==> config.mk <==
export PLATFORM = sky130hd
export DESIGN_NAME = tap_data_reg
export DESIGN_NICKNAME = d
export VERILOG_FILES = /design/src/rtl/tap_pkg.sv /design/src/rtl/tap_dr_counter.sv /design/src/rtl/tap_data_reg.sv
export SDC_FILE = /design/constraint.sdc
export NUM_CORES = 1
export LEC_CHECK = 0
export CORE_MARGIN = 2
export CORE_UTILIZATION = 45
export DETAILED_ROUTE_END_ITERATION = 16
export PLACE_DENSITY_LB_ADDON = 0.2
export REMOVE_ABC_BUFFERS = 1
export SYNTH_ARGS = -nofsm -noshare
export SYNTH_HDL_FRONTEND = slang
export SYNTH_SLANG_ARGS = --single-unit
export TNS_END_PERCENT = 100
==> constraint.sdc <==
create_clock -name tck_i -period 2.7 [get_ports tck_i]
set_clock_uncertainty 0.1 [all_clocks]
set_input_delay 0.54 -clock tck_i [delete_from_list [all_inputs] [get_ports tck_i]]
set_output_delay 0.54 -clock tck_i [all_outputs]
set_load 0.02 [all_outputs]
==> src/rtl/tap_pkg.sv <==
// Shared TAP definitions: data-register widths and the per-cycle DR operation
// derived from the controller strobes.
package tap_pkg;

   localparam int IDCODE_DR_W = 32;
   localparam int DEBUG_DR_W  = 41;

   typedef enum logic [1:0] {
      DR_IDLE,
      DR_CAPTURE,
      DR_SHIFT,
      DR_UPDATE
   } dr_op_e;

   // Capture wins over shift, shift over update; nothing happens unless selected.
   function automatic dr_op_e dr_op_decode(input logic sel, input logic cap,
                                           input logic sh, input logic upd);
      dr_op_e op;
      op = DR_IDLE;
      if (sel) begin
         if (cap)
            op = DR_CAPTURE;
         else if (sh)
            op = DR_SHIFT;
         else if (upd)
            op = DR_UPDATE;
      end
      return op;
   endfunction

endpackage

==> src/rtl/tap_dr_counter.sv <==
// Saturating shifted-bit counter for a WIDTH-bit data register; eq_width flags
// a scan of exactly WIDTH bits.
module tap_dr_counter #(
   parameter int WIDTH = 32
) (
   input  logic clk,
   input  logic rst_n,
   input  logic clr,
   input  logic inc,
   output logic eq_width
);

   // Wide enough to hold the overlong marker WIDTH+1 for every WIDTH.
   localparam int CNT_W = $clog2(WIDTH + 2);
   localparam logic [CNT_W-1:0] CNT_SAT  = CNT_W'(WIDTH + 1);
   localparam logic [CNT_W-1:0] CNT_FULL = CNT_W'(WIDTH);

   logic [CNT_W-1:0] cnt_q;
   logic [CNT_W-1:0] cnt_next;

   always_comb begin
      cnt_next = cnt_q;
      if (clr)
         cnt_next = '0;
      else if (inc && (cnt_q != CNT_SAT))
         cnt_next = cnt_q + CNT_W'(1);
   end

   always_ff @(posedge clk or negedge rst_n) begin
      if (!rst_n)
         cnt_q <= '0;
      else
         cnt_q <= cnt_next;
   end

   assign eq_width = (cnt_q == CNT_FULL);

endmodule

==> src/rtl/tap_data_reg.sv <==
// JTAG data register: WIDTH-bit capture/shift chain with a length-checked
// update stage and an integrated 1-bit bypass path.
module tap_data_reg
   import tap_pkg::*;
#(
   parameter int               WIDTH     = 32,
   parameter logic [WIDTH-1:0] RESET_VAL = '0,
   parameter bit               LEN_CHECK = 1'b1
) (
   input  logic             tck_i,
   input  logic             trst_ni,
   input  logic             tdi_i,
   input  logic             select_i,
   input  logic             bypassEna_i,
   input  logic             captureDr_i,
   input  logic             shiftDr_i,
   input  logic             updateDr_i,
   input  logic [WIDTH-1:0] captureData_i,
   output logic             tdo_o,
   output logic [WIDTH-1:0] updateData_o,
   output logic             updateStrobe_o,
   output logic             lenError_o
);

   dr_op_e           op;
   logic [WIDTH-1:0] shift_q;
   logic [WIDTH-1:0] update_q;
   logic             bypass_q;
   logic             armed_q;
   logic             tdo_q;
   logic             strobe_q;
   logic             len_err_q;
   logic             cnt_full;
   logic             len_ok;
   logic             upd_try;

   assign op      = dr_op_decode(select_i, captureDr_i, shiftDr_i, updateDr_i);
   assign len_ok  = !LEN_CHECK || cnt_full;
   // Only the first update after a capture acts, so a held strobe pulses once.
   assign upd_try = !bypassEna_i && (op == DR_UPDATE) && armed_q;

   tap_dr_counter #(
      .WIDTH(WIDTH)
   ) u_cnt (
      .clk      (tck_i),
      .rst_n    (trst_ni),
      .clr      (!bypassEna_i && (op == DR_CAPTURE)),
      .inc      (!bypassEna_i && (op == DR_SHIFT)),
      .eq_width (cnt_full)
   );

   always_ff @(posedge tck_i or negedge trst_ni) begin
      if (!trst_ni) begin
         shift_q   <= '0;
         update_q  <= RESET_VAL;
         bypass_q  <= 1'b0;
         armed_q   <= 1'b0;
         tdo_q     <= 1'b0;
         strobe_q  <= 1'b0;
         len_err_q <= 1'b0;
      end else begin
         strobe_q <= upd_try && len_ok;
         if (select_i)
            tdo_q <= bypassEna_i ? bypass_q : shift_q[0];
         if (bypassEna_i) begin
            if (op == DR_CAPTURE)
               bypass_q <= 1'b0;
            else if (op == DR_SHIFT)
               bypass_q <= tdi_i;
         end else begin
            case (op)
               DR_CAPTURE: begin
                  shift_q <= captureData_i;
                  armed_q <= 1'b1;
               end
               DR_SHIFT:   shift_q <= {tdi_i, shift_q[WIDTH-1:1]};
               DR_UPDATE: begin
                  if (armed_q) begin
                     armed_q <= 1'b0;
                     if (len_ok) begin
                        update_q  <= shift_q;
                        len_err_q <= 1'b0;
                     end else begin
                        len_err_q <= 1'b1;
                     end
                  end
               end
               default: ;
            endcase
         end
      end
   end

   assign tdo_o          = tdo_q;
   assign updateData_o   = update_q;
   assign updateStrobe_o = strobe_q;
   assign lenError_o     = len_err_q;

endmodule
# Yosys cells after proc, flatten, opt, wreduce, memory -nomap -nowiden
# Cells that the tools add are included.
# classes
n_addsub,1
n_bitwise,1
n_reduce_logical,15
n_lt_le_gt_ge,0
shift,0
mul,0
n_eq_ne,5
muxes,12
div_mod_pow,0
# ops
cell,count
32-bit case mux with 2 select lines,1
6-bit two-way mux,2
2-bit two-way mux,4
"6-bit by 1-bit adder with 6-bit output, second input constant",1
"6-bit equality test, second input constant",1
1-bit logical AND,6
"6-bit inequality test, second input constant",1
2-bit AND reduction,3
2-bit nonzero test,3
"2-bit equality test, second input constant",2
1-bit two-way mux,4
4-bit AND reduction,1
3-bit AND reduction,1
"2-bit by 1-bit equality test with 1-bit output, second input constant",1
1-bit case mux with 2 select lines,1
1-bit zero test,1
1-bit inverter,1
# totals
mem_count,0
reg_bits,75
mem_bits_ro,0
latch_bits,0
mem_bits_rw,0
in_bits,40

# Logic depth before layout (Yosys ltp)
# Gate-level depths: netlist (run 1).
# logic_depth
depth_word,9
mapped_depth,6
depth_no_buf,5

# Modules after synthesis
# Synthesis (run 1) repeated with hierarchy kept, for this count alone.
# hier_totals
hier_cells,314
hier_area_um2,3806.2
# by_module_without_submodules
module,instances,cells_per_inst,area_each_um2
tap_data_reg,1,279,3439.5
tap_dr_counter,1,35,366.6

# Worst setup path after synthesis (run 1)
# Ideal clock, no wire load.
# synth_path
path_type,input-to-reg
startpoint,input port shiftDr_i
endpoint,register update_q[0] (netlist: updateData_o[0])
setup_slack_ns,0.875
setup_time_ns,0.128
arrival_ns,1.597
cell_stages,6
cell_sequence,buf_2 -> nand2b_1 -> nor2_2 -> nand3_4 -> buf_6 -> mux2_1
# synth_via
elab_chain_cells,5
# synth_lines
item,line_no,source
"start, declared",tap_data_reg.sv:16,"input logic shiftDr_i,"
2-bit two-way mux,tap_pkg.sv:23,else if (sh)
2-bit two-way mux,tap_pkg.sv:21,if (cap)
2-bit two-way mux,tap_pkg.sv:20,if (sel) begin
2-bit equality test,tap_data_reg.sv:71,case (op)
4-bit AND reduction (no line),--,
"end signal, assigned",tap_data_reg.sv:81,update_q <= shift_q;
"end, declared",tap_data_reg.sv:27,logic [WIDTH-1:0] update_q;
# No other way between the ends.
# A chain may end at the register's enable or synchronous reset.

# Worst setup path after layout (run 1)
# layout_path
startpoint,input port select_i
endpoint,register shift_q[23]
# layout_via
elab_chain_cells,4
# layout_lines
item,line_no,source
"start, declared",tap_data_reg.sv:13,"input logic select_i,"
2-bit two-way mux (*),tap_pkg.sv:20,
2-bit by 1-bit equality test with 1-bit output / 2-bit equality test (equally long branches),tap_data_reg.sv:71,
2-bit nonzero test (no line),--,
2-bit AND reduction (no line),--,
"end signal, assigned",tap_data_reg.sv:73,shift_q <= captureData_i;
"end signal, assigned",tap_data_reg.sv:76,"DR_SHIFT: shift_q <= {tdi_i, shift_q[WIDTH-1:1]};"
"end, declared",tap_data_reg.sv:26,logic [WIDTH-1:0] shift_q;
# Every way passes the cells marked *; elsewhere a longest branch is shown, timed or not.

==> results.py, run 1 <==
metrics = {
    "power": {
        "p_leak_nw": 2.196,
        "powerDensity_nw_per_um2": 608.5,
        "vdd_drop_max_mv": 0.3056,
    },
    "floorplanning": {
        "rows": 31,
        "io_pins": 75,
        "dieArea_sq_um": 7995,
        "initial_core_util_pct": 45.75,
        "die_width_um": 89.42,
        "fp.dieH_um": 89.42,
        "core_sq_um": 7176,
    },
    "cells_and_area": {
        "fillers": 603,
        "syn_to_final_growth_pct": 34.37,
        "finalNonFillerCells": 456,
        "antenna_cells": 0,
        "final_layout_size_suffix_gt1_share_pct": 8.403,
        "nets": 396,
    },
    "yosys": {
        "avgSynthCellArea_sq_um": 11.98,
        "synth_top_cell_area_share_pct": 57.16,
        "synthesis.area_sq_um": 3283,
        "ys_ff_latch": 75,
        "yosysSeqAreaShare_pct": 57.16,
        "ys_types": 28,
        "synth_warnings": 0,
        "synthTopCellsByArea": "dfrtp_1 57%, mux2_1 11%, mux2i_1 10%",
        "yosysTopAreaCell": "dfrtp_1",
        "synthCells": 274,
    },
    "placement": {
        "place_inst": 441,
        "place_hpwl_um": 4575,
        "pre_cts_slack_ns": 0.2968,
        "port_buffers": 74,
        "gp_congestion": 0.7482,
    },
    "critical_path": {
        "crit_type": "primary input to register",
        "critPathLaunchType": "primary input",
        "critPathTopFamily": "buffers and inverters",
        "cp_slowest_cell": "clkdlybuf4s50_1",
        "cp_num_buf_inv": 2,
        "arrival_ns": 2.17,
        "crit_fanout": 34,
        "end_kind": "register",
        "cp_cell_sequence": "clkdlybuf4s50_1 -> nor2b_1 -> o21ai_4 -> buf_12 -> nand2_1 -> o21ai_0",
        "cp_slowest_stage_delay_ns": 0.63,
        "required_ns": 2.81,
    },
    "sta": {
        "fin_ws_ns": 0.6356,
        "final_max_slew_viol_count": 0,
        "rsz0062_at_grt": "no",
        "fin_crit_ns": 2.064,
        "setup_tns_ns": 0,
        "holdWs_ns": 0.07256,
        "max_freq_ghz": 0.4844,
        "setup_violations": 0,
        "finalCritPeriodShare_pct": 76.46,
        "worst_slew_pin_slew_ns": 0.6765,
        "final_hold_viol_count": 0,
        "relSlewSlack_pct": 54.73,
    },
    "cts": {
        "cts_tree": "done",
        "clkSlewWorstSetupHoldPaths_ns": 0.07,
        "clk_latency_ns": 0.33,
        "h-tree-depth": 3,
        "cts_resized": 0,
        "clockBufferDepth": 2,
        "cts_made_buffers": 9,
        "post_cts_buffers": 0,
        "clock-root-buffer": "clkbuf_8",
        "ctsHoldBuffers": 0,
        "cts_sinks": 75,
    },
    "detailed_routing": {
        "antenna_left": 0,
        "firstDrtPassIters": 4,
        "post_drt_wl_per_cell_um": 14.28,
        "routed_wl_um": 6512,
        "via_count": 2278,
        "drc": 0,
        "via_per_inst": 4.996,
        "drt-initial-drc-count": 91,
    },
    "min_path": {
        "worst_hold_path_type": "primary input to async pin",
    },
    "global_route": {
        "grt_overflow": 0,
        "grt_pass1_vias": 2249,
        "grt_max_degree": 43,
        "grt_usage_pct": 17.35,
        "antenna_found_initial": 0,
        "grt_pass1_wl_um": 10580,
    },
    "job": {
        "drv_cap": 0,
    },
    "run_status": {
        "status": "finished, final reports clean",
    },
}
-- area by class of cell --
| type | instances | area (sq um) | area share [%] |
|---|---|---|---|
| sequential | 75 | 1877 | 42.54 |
| multi-input combinational | 179 | 1318 | 29.86 |
| timing repair buffer | 84 | 838.3 | 19.00 |
| clock buffer | 11 | 141.4 | 3.205 |
| tap | 99 | 123.9 | 2.808 |
| clock inverter | 4 | 98.84 | 2.240 |
| inverter | 4 | 15.01 | 0.3403 |
-- routing by layer --
metal | global-route usage (%) | wire length, um
met1 | 23.08 | 3051
met2 | 28.08 | 3099
met3 | 3.139 | 257
met4 | 7.191 | 103
met5 | 0 | 0
-- Yosys cell counts (all sizes together) --
cell type and count:
mux2i 34, buf 9, nand4 3, nor2 4, nor4b 1, ha 3, o21ai 41, nand4bb 1
a22o 1, nand3 2, o21a 1, a41oi 1, a2111oi 1, inv 4, mux2 32, a21boi 1
clkbuf 7, dfrtp 75, nor2b 2, nand2 41, nand2b 2, o311ai 1, a21oi 4, nor3 3
-- logic make-up (layout without fill, tap and decap cells) --
family / after synthesis / count (layout) / synth area share (%)
AND/OR/NAND/NOR: 59 / 59 / 8.765
AO/OA/AOI/OAI: 51 / 51 / 8.384
adder cells (fa/ha/maj): 3 / 3 / 1.143
buffers and inverters: 20 / 103 / 3.201
flip-flops: 75 / 75 / 57.16
multiplexers: 66 / 66 / 21.34
-- final timing paths --
| kind | start | to | slack (ns) | cells past startpoint |
|---|---|---|---|---|
| setup / recovery | select_i | shift_q[23] | 0.64 | 6 |
| hold / removal | trst_ni | updateData_o[10] | 0.07 | 1 |
| setup reg to reg | u_cnt.cnt_q[3] | updateData_o[26] | 0.93 | 4 |
| hold reg to reg | updateData_o[31] | updateData_o[31] | 0.39 | 1 |
| max in group asynchronous | trst_ni | shift_q[17] | 1.81 | 2 |
| min in group tck_i | updateData_o[31] | updateData_o[31] | 0.39 | 1 |
-- power breakdown --
group / switching, W / leakage [nW] / total, W / internal [W]
Sequential: 0.000106 / 0.981 / 0.00134 / 0.00124
Combinational: 0.000155 / 1.10 / 0.000319 / 0.000164
Clock: 0.000385 / 0.120 / 0.00102 / 0.000637
Total: 0.000645 / 2.20 / 0.00268 / 0.00204
-- registers in the layout (all words and copies together) (netlist names) --
register / cells
lenError_o: 1
updateStrobe_o: 1
shift_q: 32
armed_q: 1
tdo_o: 1
updateData_o: 32
bypass_q: 1
u_cnt.cnt_q: 6
-- cells in the final DEF (no fill, tap or decap) --
| cell | synthesis | layout |
|---|---|---|
| clkbuf_8 | 0 | 10 |
| bufinv_16 | 0 | 3 |
| nor3_1 | 3 | 3 |
| nor2_2 | 1 | 1 |
| a21boi_0 | 1 | 1 |
| nand3_2 | 0 | 1 |
| nor2_1 | 3 | 3 |
| clkbuf_1 | 7 | 1 |
| nand4_1 | 3 | 3 |
| clkinv_4 | 0 | 1 |
| a41oi_1 | 1 | 1 |
| ha_1 | 3 | 3 |
| a21oi_1 | 4 | 4 |
| nand2b_1 | 2 | 2 |
| nor2b_1 | 2 | 2 |
| nand3_4 | 1 | 1 |
| mux2i_1 | 34 | 34 |
| o21a_1 | 1 | 1 |
| nand4bb_1 | 1 | 1 |
| buf_12 | 0 | 2 |
| o21ai_4 | 0 | 1 |
| buf_4 | 0 | 9 |
| clkdlybuf4s50_1 | 0 | 73 |
| o311ai_1 | 1 | 1 |
| mux2_1 | 32 | 32 |
| nand2_1 | 41 | 41 |
| a2111oi_0 | 1 | 1 |
| nor4b_4 | 1 | 1 |
| a22o_1 | 1 | 1 |
| inv_1 | 4 | 4 |
| o21ai_0 | 40 | 40 |
| dfrtp_1 | 75 | 75 |
-- metrics by stage --
step	cell area [sq um]	util, %	total power (W)
3_3_place_gp	4172	58.13	0.001675
4_1_cts	4412	61.48	0.002729
6_report	4412	61.48	0.002685
5_1_grt	4412	61.48	0.002825
3_5_place_dp	4172	58.13	0.001688
2_1_floorplan	3193	-	0.001514
-- worst register-to-register path, delay by kind of cell (launching register included) --
kind | cells | cell delay (ns)
flip-flops | 1 | 0.46
AND/OR/NAND/NOR | 2 | 0.51
multiplexers | 1 | 0.35
buffers and inverters | 1 | 0.23
(Power assumes the default switching activity.)
==> inputs of run 2 (changes only) <==
- clock period: 2.7 -> 1.8 ns (I/O delays scaled with it)
==> run 2 against run 1 <==
Total power grew 40%. Critical path depth shrank 5. Sequential power grew 49%. Hold slack gained 0.29 ns. First-iteration DRC count shrank 43%. Final cell count grew 2.2%. Critical endpoint is now updateData_o[7]. Largest power group unchanged.
==> results.py, run 2 (synthesis gave the netlist of run 1 again) <==
metrics = {
    "critical_path": {
        "cp_num_buf_inv": 1,
        "crit_type": "register to output port",
        "required_ns": 1.34,
        "rr_worst_depth": 4,
        "r2r_slack_ns": 0.14,
        "cp_cell_sequence": "clkdlybuf4s50_1",
        "cp_slowest_cell": "clkdlybuf4s50_1",
        "r2r-end": "updateData_o[24]",
        "cp_slowest_stage_delay_ns": 0.61,
        "critPathLaunchType": "register",
        "critPathTopFamily": "buffers and inverters",
        "r2r_start": "u_cnt.cnt_q[4]",
        "crit_fanout": 2,
        "end_kind": "output port",
        "arrival_ns": 1.29,
    },
    "cells_and_area": {
        "antenna_cells": 0,
        "layout_common_cells": "75 x dfrtp_1, 55 x clkdlybuf4s50_1, 41 x nand2_1",
        "nets": 407,
        "design_area_sq_um": 4526,
        "multiInputGateArea_sq_um": 1318,
        "final_layout_size_suffix_gt1_share_pct": 10.63,
        "final_common_cell": "dfrtp_1",
        "syn_to_final_growth_pct": 37.84,
        "fillers": 604,
        "seqCellArea_sq_um": 1877,
    },
    "run_status": {
        "status": "finished, final reports clean",
    },
    "sta": {
        "final_max_slew_viol_count": 0,
        "setup_tns_ns": 0,
        "final_hold_viol_count": 0,
        "worst_slew_pin_slew_ns": 0.3596,
        "relSlewSlack_pct": 75.41,
        "finalCritPeriodShare_pct": 97.31,
        "fin_ws_ns": 0.04846,
        "max_freq_ghz": 0.5709,
        "setup_violations": 0,
        "fin_crit_ns": 1.752,
        "rsz0062_at_grt": "no",
    },
    "floorplanning": {
        "io_pins": 75,
        "core_sq_um": 7176,
        "initial_core_util_pct": 45.75,
        "dieArea_sq_um": 7995,
        "die_width_um": 89.42,
        "fp.dieH_um": 89.42,
        "rows": 31,
    },
    "global_route": {
        "grt_max_degree": 38,
        "grt_pass1_vias": 2294,
        "grt_pass1_wl_um": 10670,
        "antenna_found_initial": 0,
        "grt_usage_pct": 17.66,
        "grt_overflow": 0,
    },
    "job": {
        "drv_cap": 0,
    },
    "detailed_routing": {
        "antenna_left": 0,
        "post_drt_wl_per_cell_um": 13.99,
        "routed_wl_um": 6518,
        "via_count": 2300,
        "drc": 0,
        "drt-initial-drc-count": 52,
        "firstDrtPassIters": 3,
        "via_per_inst": 4.936,
    },
    "cts": {
        "cts_sinks": 75,
        "post_cts_buffers": 0,
        "clkSlewWorstSetupHoldPaths_ns": 0.07,
        "clockBufferDepth": 2,
        "clock-root-buffer": "clkbuf_8",
        "h-tree-depth": 3,
        "cts_tree": "done",
        "clk_latency_ns": 0.33,
        "cts_made_buffers": 9,
    },
    "min_path": {
        "worst_hold_path_type": "primary input to async pin",
    },
    "placement": {
        "pre_cts_slack_ns": -0.2125,
        "place_hpwl_um": 4514,
        "gp_congestion": 0.7453,
        "port_buffers": 74,
        "placed_area_sq_um": 4297,
    },
    "power": {
        "total_power_w": 0.003746,
        "vdd_drop_max_mv": 0.4345,
        "powerDensity_nw_per_um2": 827.7,
        "p_leak_nw": 2.535,
    },
}
==> run 2: layout make-up <==
type | count | share of cell area (%)
inverters | 4 | 0.3318
clock buffers | 11 | 3.124
multi-input cells | 179 | 29.11
clock inverters | 3 | 0.8847
flip-flops and latches | 75 | 41.47
well taps | 99 | 2.737
repair buffers | 95 | 22.34
==> run 2: how the worst max path moves through the flow <==
stage,startpoint,end,slack (ns),cells after the start
floorplan,captureDr_i,shift_q[0],-0.96,2
global placement,bypassEna_i,updateData_o[19],-0.19,6
detailed placement,bypassEna_i,updateData_o[22],-0.21,6
CTS,updateData_o[19],updateData_o[19],0.0003,1
global route,updateData_o[5],updateData_o[5],0.0009,1
finish,updateData_o[7],updateData_o[7],0.05,1
==> run 2: through the flow <==
| step | hold WS, ns | instances | utilization [%] |
|---|---|---|---|
| detailed placement | 0.1919 | 451 | 59.88 |
| CTS | 0.3559 | 466 | 62.51 |
| global route | 0.4108 | 466 | 63.07 |
| global placement | 0.1904 | 451 | 59.88 |
| finish | 0.3658 | 466 | 63.07 |
| floorplan | -0.03559 | 258 | - |
==> run 2: power breakdown <==
group          internal [W]  total (W)  switching [W]
clock network      0.000659    0.00122       0.000559
registers           0.00186    0.00200       0.000141
logic              0.000279   0.000529       0.000251
total               0.00280    0.00375       0.000950
==> run 2: per-layer routing <==
layer  share of wire (%)  GRT usage, %  up-vias
met5                   0             0        -
met4                 1.4         5.699        0
met3                 4.7         4.709        9
met2                  48         28.22       44
met1                  46         23.58     1113
li1                    -             -     1134
==> run 2: timing repair <==
item	CTS	global route
endpoints found under the setup margin	2	16
endpoints found under the hold margin	23	0
hold buffers	1	0
pin swaps	0	0
resized for setup	2	16
